File: config.mk
export PLATFORM = sky130hd
export DESIGN_NAME = csr_regfile
export DESIGN_NICKNAME = d
export VERILOG_FILES = /design/src/rtl/csr_regfile.sv
export SDC_FILE = /design/constraint.sdc
export NUM_CORES = 1
export LEC_CHECK = 0
export CORE_UTILIZATION = 55
export DETAILED_ROUTE_END_ITERATION = 7
export PLACE_DENSITY_LB_ADDON = 0.3
export SYNTH_ARGS = -nofsm -noshare
export SYNTH_HDL_FRONTEND = slang
export SYNTH_SLANG_ARGS = --single-unit
File: constraint.sdc
create_clock -name clk -period 3.45 [get_ports clk]
set_clock_uncertainty 0.15 [all_clocks]
set_input_delay 0.5175 -clock clk [delete_from_list [all_inputs] [get_ports clk]]
set_output_delay 0.5175 -clock clk [all_outputs]
set_load 0.01 [all_outputs]
File: src/rtl/csr_regfile.sv
// Accelerator CSR bank: config and control for the compute core, busy/done/error status, busy-cycle counter, level irq.
// Latency: read data is combinational from csr_addr; writes land at the strobe edge; start/abort/irq are registered (+1 cycle).
// Backpressure: none. Every csr_wen/csr_ren strobe is accepted in its own cycle.
module csr_regfile #(
  parameter int          CSR_ADDR_WIDTH = 8,
  parameter int          CSR_DATA_WIDTH = 32,
  parameter logic [31:0] VERSION_ID     = 32'h0001_0000
) (
  input  logic                      clk,
  input  logic                      rst_n,
  input  logic                      csr_wen,
  input  logic                      csr_ren,
  input  logic [CSR_ADDR_WIDTH-1:0] csr_addr,
  input  logic [CSR_DATA_WIDTH-1:0] csr_wdata,
  output logic [CSR_DATA_WIDTH-1:0] csr_rdata,
  output logic                      core_start,
  output logic                      core_abort,
  output logic [31:0]               cfg_src_addr,
  output logic [31:0]               cfg_dst_addr,
  output logic [15:0]               cfg_len,
  input  logic                      core_done,
  input  logic                      core_error,
  output logic                      irq
);

  localparam int WW = CSR_ADDR_WIDTH - 2;

  localparam logic [WW-1:0] OFF_CTRL    = WW'(0);
  localparam logic [WW-1:0] OFF_STATUS  = WW'(1);
  localparam logic [WW-1:0] OFF_SRC     = WW'(2);
  localparam logic [WW-1:0] OFF_DST     = WW'(3);
  localparam logic [WW-1:0] OFF_LEN     = WW'(4);
  localparam logic [WW-1:0] OFF_PERF    = WW'(5);
  localparam logic [WW-1:0] OFF_SCRATCH = WW'(6);
  localparam logic [WW-1:0] OFF_VERSION = WW'(7);

  logic [WW-1:0] word;
  logic          unused_bits;

  logic        busy_q, busy_d;
  logic        done_q, done_d;
  logic        err_q, err_d;
  logic        irq_en_q, irq_en_d;
  logic        start_q, start_d;
  logic        abort_q, abort_d;
  logic        irq_q, irq_d;
  logic [31:0] src_q, src_d;
  logic [31:0] dst_q, dst_d;
  logic [15:0] len_q, len_d;
  logic [31:0] perf_q, perf_d;
  logic [31:0] scratch_q, scratch_d;

  logic wr_ctrl, wr_status, start_req, abort_req;

  // Byte-lane bits and the read strobe carry no information for this bank.
  assign unused_bits = ^{csr_ren, csr_addr[1:0]};

  assign word      = csr_addr[CSR_ADDR_WIDTH-1:2];
  assign wr_ctrl   = csr_wen && (word == OFF_CTRL);
  assign wr_status = csr_wen && (word == OFF_STATUS);
  // ABORT wins over START when both are written together.
  assign abort_req = wr_ctrl && csr_wdata[1];
  assign start_req = wr_ctrl && csr_wdata[0] && !csr_wdata[1];

  // Next-state: run/idle control, sticky status, counter and config registers.
  always_comb begin
    busy_d    = busy_q;
    done_d    = done_q;
    err_d     = err_q;
    irq_en_d  = irq_en_q;
    start_d   = 1'b0;
    abort_d   = 1'b0;
    src_d     = src_q;
    dst_d     = dst_q;
    len_d     = len_q;
    perf_d    = perf_q;
    scratch_d = scratch_q;

    if (busy_q) begin
      if (core_done || core_error || abort_req) busy_d = 1'b0;
      abort_d = abort_req;
      if (perf_q != 32'hFFFF_FFFF) perf_d = perf_q + 32'd1;
    end else if (start_req) begin
      busy_d  = 1'b1;
      start_d = 1'b1;
      perf_d  = 32'd0;
    end

    // Software clear first so a same-cycle hardware set wins.
    if (wr_status && csr_wdata[1]) done_d = 1'b0;
    if (wr_status && csr_wdata[2]) err_d  = 1'b0;
    if (busy_q && core_done) done_d = 1'b1;
    if (busy_q && (core_error || start_req)) err_d = 1'b1;

    if (wr_ctrl) irq_en_d = csr_wdata[2];
    if (csr_wen && (word == OFF_SCRATCH)) scratch_d = csr_wdata[31:0];
    // Core configuration is frozen while a job runs.
    if (csr_wen && !busy_q) begin
      if (word == OFF_SRC) src_d = csr_wdata[31:0];
      if (word == OFF_DST) dst_d = csr_wdata[31:0];
      if (word == OFF_LEN) len_d = csr_wdata[15:0];
    end
  end

  // irq looks at the current sticky bits, so it trails them by one cycle.
  assign irq_d = irq_en_q && (done_q || err_q);

  // State registers with asynchronous clear; no abort pulse is produced by reset.
  always_ff @(posedge clk or negedge rst_n) begin
    if (!rst_n) begin
      busy_q    <= 1'b0;
      done_q    <= 1'b0;
      err_q     <= 1'b0;
      irq_en_q  <= 1'b0;
      start_q   <= 1'b0;
      abort_q   <= 1'b0;
      irq_q     <= 1'b0;
      src_q     <= 32'd0;
      dst_q     <= 32'd0;
      len_q     <= 16'd0;
      perf_q    <= 32'd0;
      scratch_q <= 32'd0;
    end else begin
      busy_q    <= busy_d;
      done_q    <= done_d;
      err_q     <= err_d;
      irq_en_q  <= irq_en_d;
      start_q   <= start_d;
      abort_q   <= abort_d;
      irq_q     <= irq_d;
      src_q     <= src_d;
      dst_q     <= dst_d;
      len_q     <= len_d;
      perf_q    <= perf_d;
      scratch_q <= scratch_d;
    end
  end

  // Zero-latency read mux; unmapped offsets read as zero.
  always_comb begin
    csr_rdata = '0;
    case (word)
      OFF_CTRL:    csr_rdata = CSR_DATA_WIDTH'({irq_en_q, 2'b00});
      OFF_STATUS:  csr_rdata = CSR_DATA_WIDTH'({err_q, done_q, busy_q});
      OFF_SRC:     csr_rdata = CSR_DATA_WIDTH'(src_q);
      OFF_DST:     csr_rdata = CSR_DATA_WIDTH'(dst_q);
      OFF_LEN:     csr_rdata = CSR_DATA_WIDTH'(len_q);
      OFF_PERF:    csr_rdata = CSR_DATA_WIDTH'(perf_q);
      OFF_SCRATCH: csr_rdata = CSR_DATA_WIDTH'(scratch_q);
      OFF_VERSION: csr_rdata = CSR_DATA_WIDTH'(VERSION_ID);
      default:     csr_rdata = '0;
    endcase
  end

  assign core_start   = start_q;
  assign core_abort   = abort_q;
  assign irq          = irq_q;
  assign cfg_src_addr = src_q;
  assign cfg_dst_addr = dst_q;
  assign cfg_len      = len_q;

endmodule
## Yosys cells after proc, flatten, opt, wreduce, memory -nomap -nowiden

Cells that the tools add are included.

- Logic and storage cells: 61
- Memory bits (read-only): 0
- Register bits: 151
- Latch bits: 0
- Memories kept: 0
- Memory bits (writable): 0
- Output and inout port bits: 115
- Bits of input ports: 46

- Bitwise operators: 0
- Shifts and indexed selects: 0
- Equality and inequality tests: 9
- Muxes and demuxes: 13
- Order comparisons: 0
- Divide/modulo/power cells: 0
- Multiply operators: 0
- Reduce and logical (&&, ||, !) cells: 26
- $add $sub $neg: 1

Operator list:

| operator | number |
|---|---|
| 32-bit one-hot mux with 8 select lines | 1 |
| 32-bit 2-to-1 mux | 3 |
| 32-bit by 1-bit adder with 32-bit output, second input constant | 1 |
| 32-bit != test, second input constant | 1 |
| 6-bit by 3-bit equality test with 1-bit output, second input constant | 4 |
| 6-bit by 2-bit equality test with 1-bit output, second input constant | 2 |
| 1-bit logical AND | 12 |
| 1-bit 2-to-1 mux | 9 |
| 2-bit AND reduction | 4 |
| 6-bit by 1-bit equality test with 1-bit output, second input constant | 1 |
| 6-bit logical NOT | 1 |
| 2-bit nonzero test | 3 |
| 1-bit logical OR | 4 |
| 1-bit logical NOT | 2 |
| 2-bit by 1-bit != test with 1-bit output, second input constant | 1 |

## Depth between registers and ports, before layout

Gate-level depths: netlist of run 1.

- Word-level depth: 7
- Mapped depth: 9
- Mapped depth without buffers: 7

## Least setup slack after synthesis of run 1

OpenSTA, ideal clock, no wires.

- Path type: input to output
- Start: in csr_addr[2]
- End: out csr_rdata[6]
- Data required time: 2.782 ns
- Buffers on the path: 3
- Arrival time: 1.758 ns
- Stages: 7
- Path slack: 1.025 ns
- Cell sequence: buf_2 > and2b_1 > and3_1 > buf_2 > clkbuf_1 > a22oi_1 > o211ai_1

- Longest elaborated chain between the ends: 2
- Elaborated cells between the ends (all ways): 9

RTL lines:

| what | line | text |
|---|---|---|
| from (decl) | 13 | `input logic [CSR_ADDR_WIDTH-1:0] csr_addr,` |
| 6-bit by 3-bit equality test with 1-bit output, or another cell as far along | 142 | `case (word)` |
| 32-bit one-hot mux with 8 select lines (*) | 142 |  |
| to (decl) | 15 | `output logic [CSR_DATA_WIDTH-1:0] csr_rdata,` |

Every way passes the cells marked *; elsewhere a longest branch is shown, timed or not.

## Worst setup path in the final report of run 1

- Start: in csr_addr[6]
- End: out csr_rdata[19]

Same word-level chain as after synthesis.

==> results.ini, run 1 <==
[status]
status = complete, no violations

[global_routing]
first_global_vias = 6115
grt_max_degree = 99
grt_pass1_wl_mm = 32.62
grt_use_total_pct = 32.12
antenna_found_initial = 0
grt_overflow = 0

[synth]
muxShareOfSynthArea_pct = 24.89
syn_area_um2 = 7310
synth-compound-area-share_pct = 9.671
synth_fa_ha_area_share_pct = 0.1712
synth_cell_types = 58
synth_top_family_by_area = multiplexers
synth-edff-count = 0
synth_xor_area_share_pct = 0.1198
syn_avg_cell_area_um2 = 11.85
synth-simple-area-share_pct = 11.19
async_flop_share_pct = 100.0
synth_warnings = 0
synthFlopType = dfrtp_1
ys_seq_area_share_pct = 51.69
ys_ff_latch = 151
syn_inst = 617
syn_nets = 664

[cells_and_area]
syn_to_final_growth_pct = 34.90
fin_util_pct = 77.20
drive_gt1_share_pct = 21.16
instances_no_fill = 966
final_cell_mix = 154 x clkdlybuf4s50_1, 151 x dfrtp_1, 97 x mux2_2, 58 x mux2i_1, 47 x nand2_1
diodes = 0
layout.nets = 830
final_common_cell = clkdlybuf4s50_1
design_area_um2 = 9861

[clock_network]
path_clk_slew_ns = 0.06
ctsHoldBuffers = 0
cts_buffers = 17
cts_tree = built
htree_levels = 4
cts_sinks = 151
clock_latency_ns = 0.42
cts_buffer_depth = 2
cts_setup_buffers = 0
cts_root_buffer = clkbuf_16

[power_and_ir_drop]
ir_drop_mv = 0.3374
p_leak_nw = 4.450
combPwrFrac_pct = 16.7
p_sw_mw = 1.263
p_seq_share_pct = 43.1
swShare_pct = 25.00
powerDensity_nw_per_um2 = 512.4
p_int_mw = 3.789
power.share.clock_pct = 40.2

[worst_setup_path]
worstSetupPathType = input pin to output port
required_ns = 2.78
setup.worst_path.end_class = output port
cp-start-kind = input pin
ff2ff_path_depth = 6
worstPathMaxFanout = 28
crit_arrival_ns = 2.73
rr_endpoint = perf_q[30]
regToRegStartpoint = perf_q[0]
reg2reg_slack_ns = 1.02

[drt]
drc = 0
wl_per_cell_um = 21.62
first_pass_iters = 5
vias_per_cell = 6.217
vias = 6006
ant_nets = 0
drt_wl_total_mm = 20.89
drt_iter0_drc = 493

[flow_run]
maxCapViolations = 0

[die]
die-area_um2 = 13750
die_h_um = 117.3
core_um2 = 12770
initial_core_util_pct = 57.22
pin_count = 161
row_count = 41
die_x_um = 117.3

[sta]
setup_violations = 0
final_hold_viol_count = 0
max_freq_mhz = 294.4
layout_setup_ws_ns = 0.05314
tightest_slew_ns = 0.8868
post-route-min-period_ns = 3.397
min_period_over_period_pct = 98.46
slew_headroom_pct = 40.88
drv_slew = 0

[place]
dp_hpwl_mm = 13.80
gp_congestion = 0.8823
dpl.cell_count = 936
pre_cts_ws_ns = -0.03628
placed_area_um2 = 9189
port_buffers = 157

[worst_hold_path]
hp-class = input pin to async pin

flip-flops by register name (all words and copies together) (netlist names):
name          count
cfg_dst_addr     32
cfg_src_addr     32
perf_q           32
scratch_q        32
cfg_len          16
busy_q            1
core_abort        1
core_start        1
done_q            1
err_q             1
irq               1
irq_en_q          1
power by group through the flow:
stage	Combinational (mW)	Clock (mW)	Sequential, mW
finish	0.843	2.03	2.18
global route	0.905	2.13	2.20
CTS	0.847	2.04	2.17
detailed placement	0.834	0	2.20
global placement	0.807	0	2.18
floorplan	0.334	0	2.20
worst max-delay path, stage by stage:
cell and delay (ns):
clkdlybuf4s50_1 0.49, nor4_4 0.47, nand2_2 0.15, buf_8 0.20
nor2_1 0.18, a221o_1 0.16, clkdlybuf4s50_1 0.54
synth_stat cells (2+ instances only):
cell	n	area [µm²]
nand2_1	48	180.2
o22ai_1	15	93.84
nor2_1	45	168.9
mux2_1	13	146.4
o31ai_1	5	37.54
a221o_1	15	150.1
nand4_2	2	25.02
nor4_1	2	12.51
and3_1	4	25.02
mux2_2	97	1092
inv_1	3	11.26
nor4b_1	2	17.52
nor4_2	2	25.02
dfrtp_1	151	3779
mux2i_1	58	580.6
o21ai_0	13	65.06
a22o_1	2	17.52
buf_1	3	11.26
nand4_1	9	56.30
clkbuf_1	16	60.06
nand3_1	17	85.08
nor3_1	9	45.04
and4_1	4	35.03
o311ai_1	3	26.28
buf_2	15	75.07
o21ai_1	4	20.02
o211ai_1	11	82.58
nand4b_1	3	26.28
a21oi_1	17	85.08
area by class of cell:
class | instances | area (µm²)
Sequential cell | 151 | 3779
Multi-Input combinational cell | 427 | 3382
Fill cell | 789 | 2913
Timing Repair Buffer | 181 | 1824
Clock buffer | 20 | 466.7
Tap cell | 172 | 215.2
Clock inverter | 10 | 175.2
Inverter | 5 | 18.77
repair_timing:
item,4_1_cts,5_1_grt
pin swaps,0,1
gates resized for setup,1,6
endpoints found under the setup margin,10,17
layer usage:
metal / track usage (%) / share of wire [%] / vias to the layer above
li1: - / - / 2638
met3: 8.393 / 7.9 / 27
met2: 52.24 / 50 / 282
met4: 10.72 / 1.1 / 0
met1: 41.93 / 41 / 3059
met5: 0 / 0 / -
logic make-up (layout without fill, tap and decap cells):
kind of cell | after synthesis | after routing
buf+inv | 39 | 216
xor+xnor | 1 | 1
fa+ha+maj | 1 | 1
flops | 151 | 151
simple gates | 159 | 159
mux | 168 | 168
compound gates | 98 | 98
metrics by stage:
stage               TNS (ns)  power, mW  hold WS [ns]
floorplan                  0      2.535       0.07191
global placement           0      2.986        0.3151
detailed placement  -0.07638      3.033        0.3350
CTS                        0      5.065       0.07064
global route        -0.05376      5.236        0.1032
finish                     0      5.052       0.02273
worst max path at each step:
stage                      from            end
floorplan           csr_addr[2]   csr_rdata[6]
global placement    csr_addr[4]   csr_rdata[6]
detailed placement  csr_addr[4]   csr_rdata[6]
finish              csr_addr[6]  csr_rdata[19]
CTS                 csr_addr[4]   csr_rdata[6]
global route        csr_addr[5]   csr_rdata[2]
(Power assumes the default switching activity.)
==> run 2: changes to the inputs <==
- CAP_MARGIN: unset -> 10
==> results of run 2 <==
The final DEF is identical to that of run 1; final timing and power are the same.
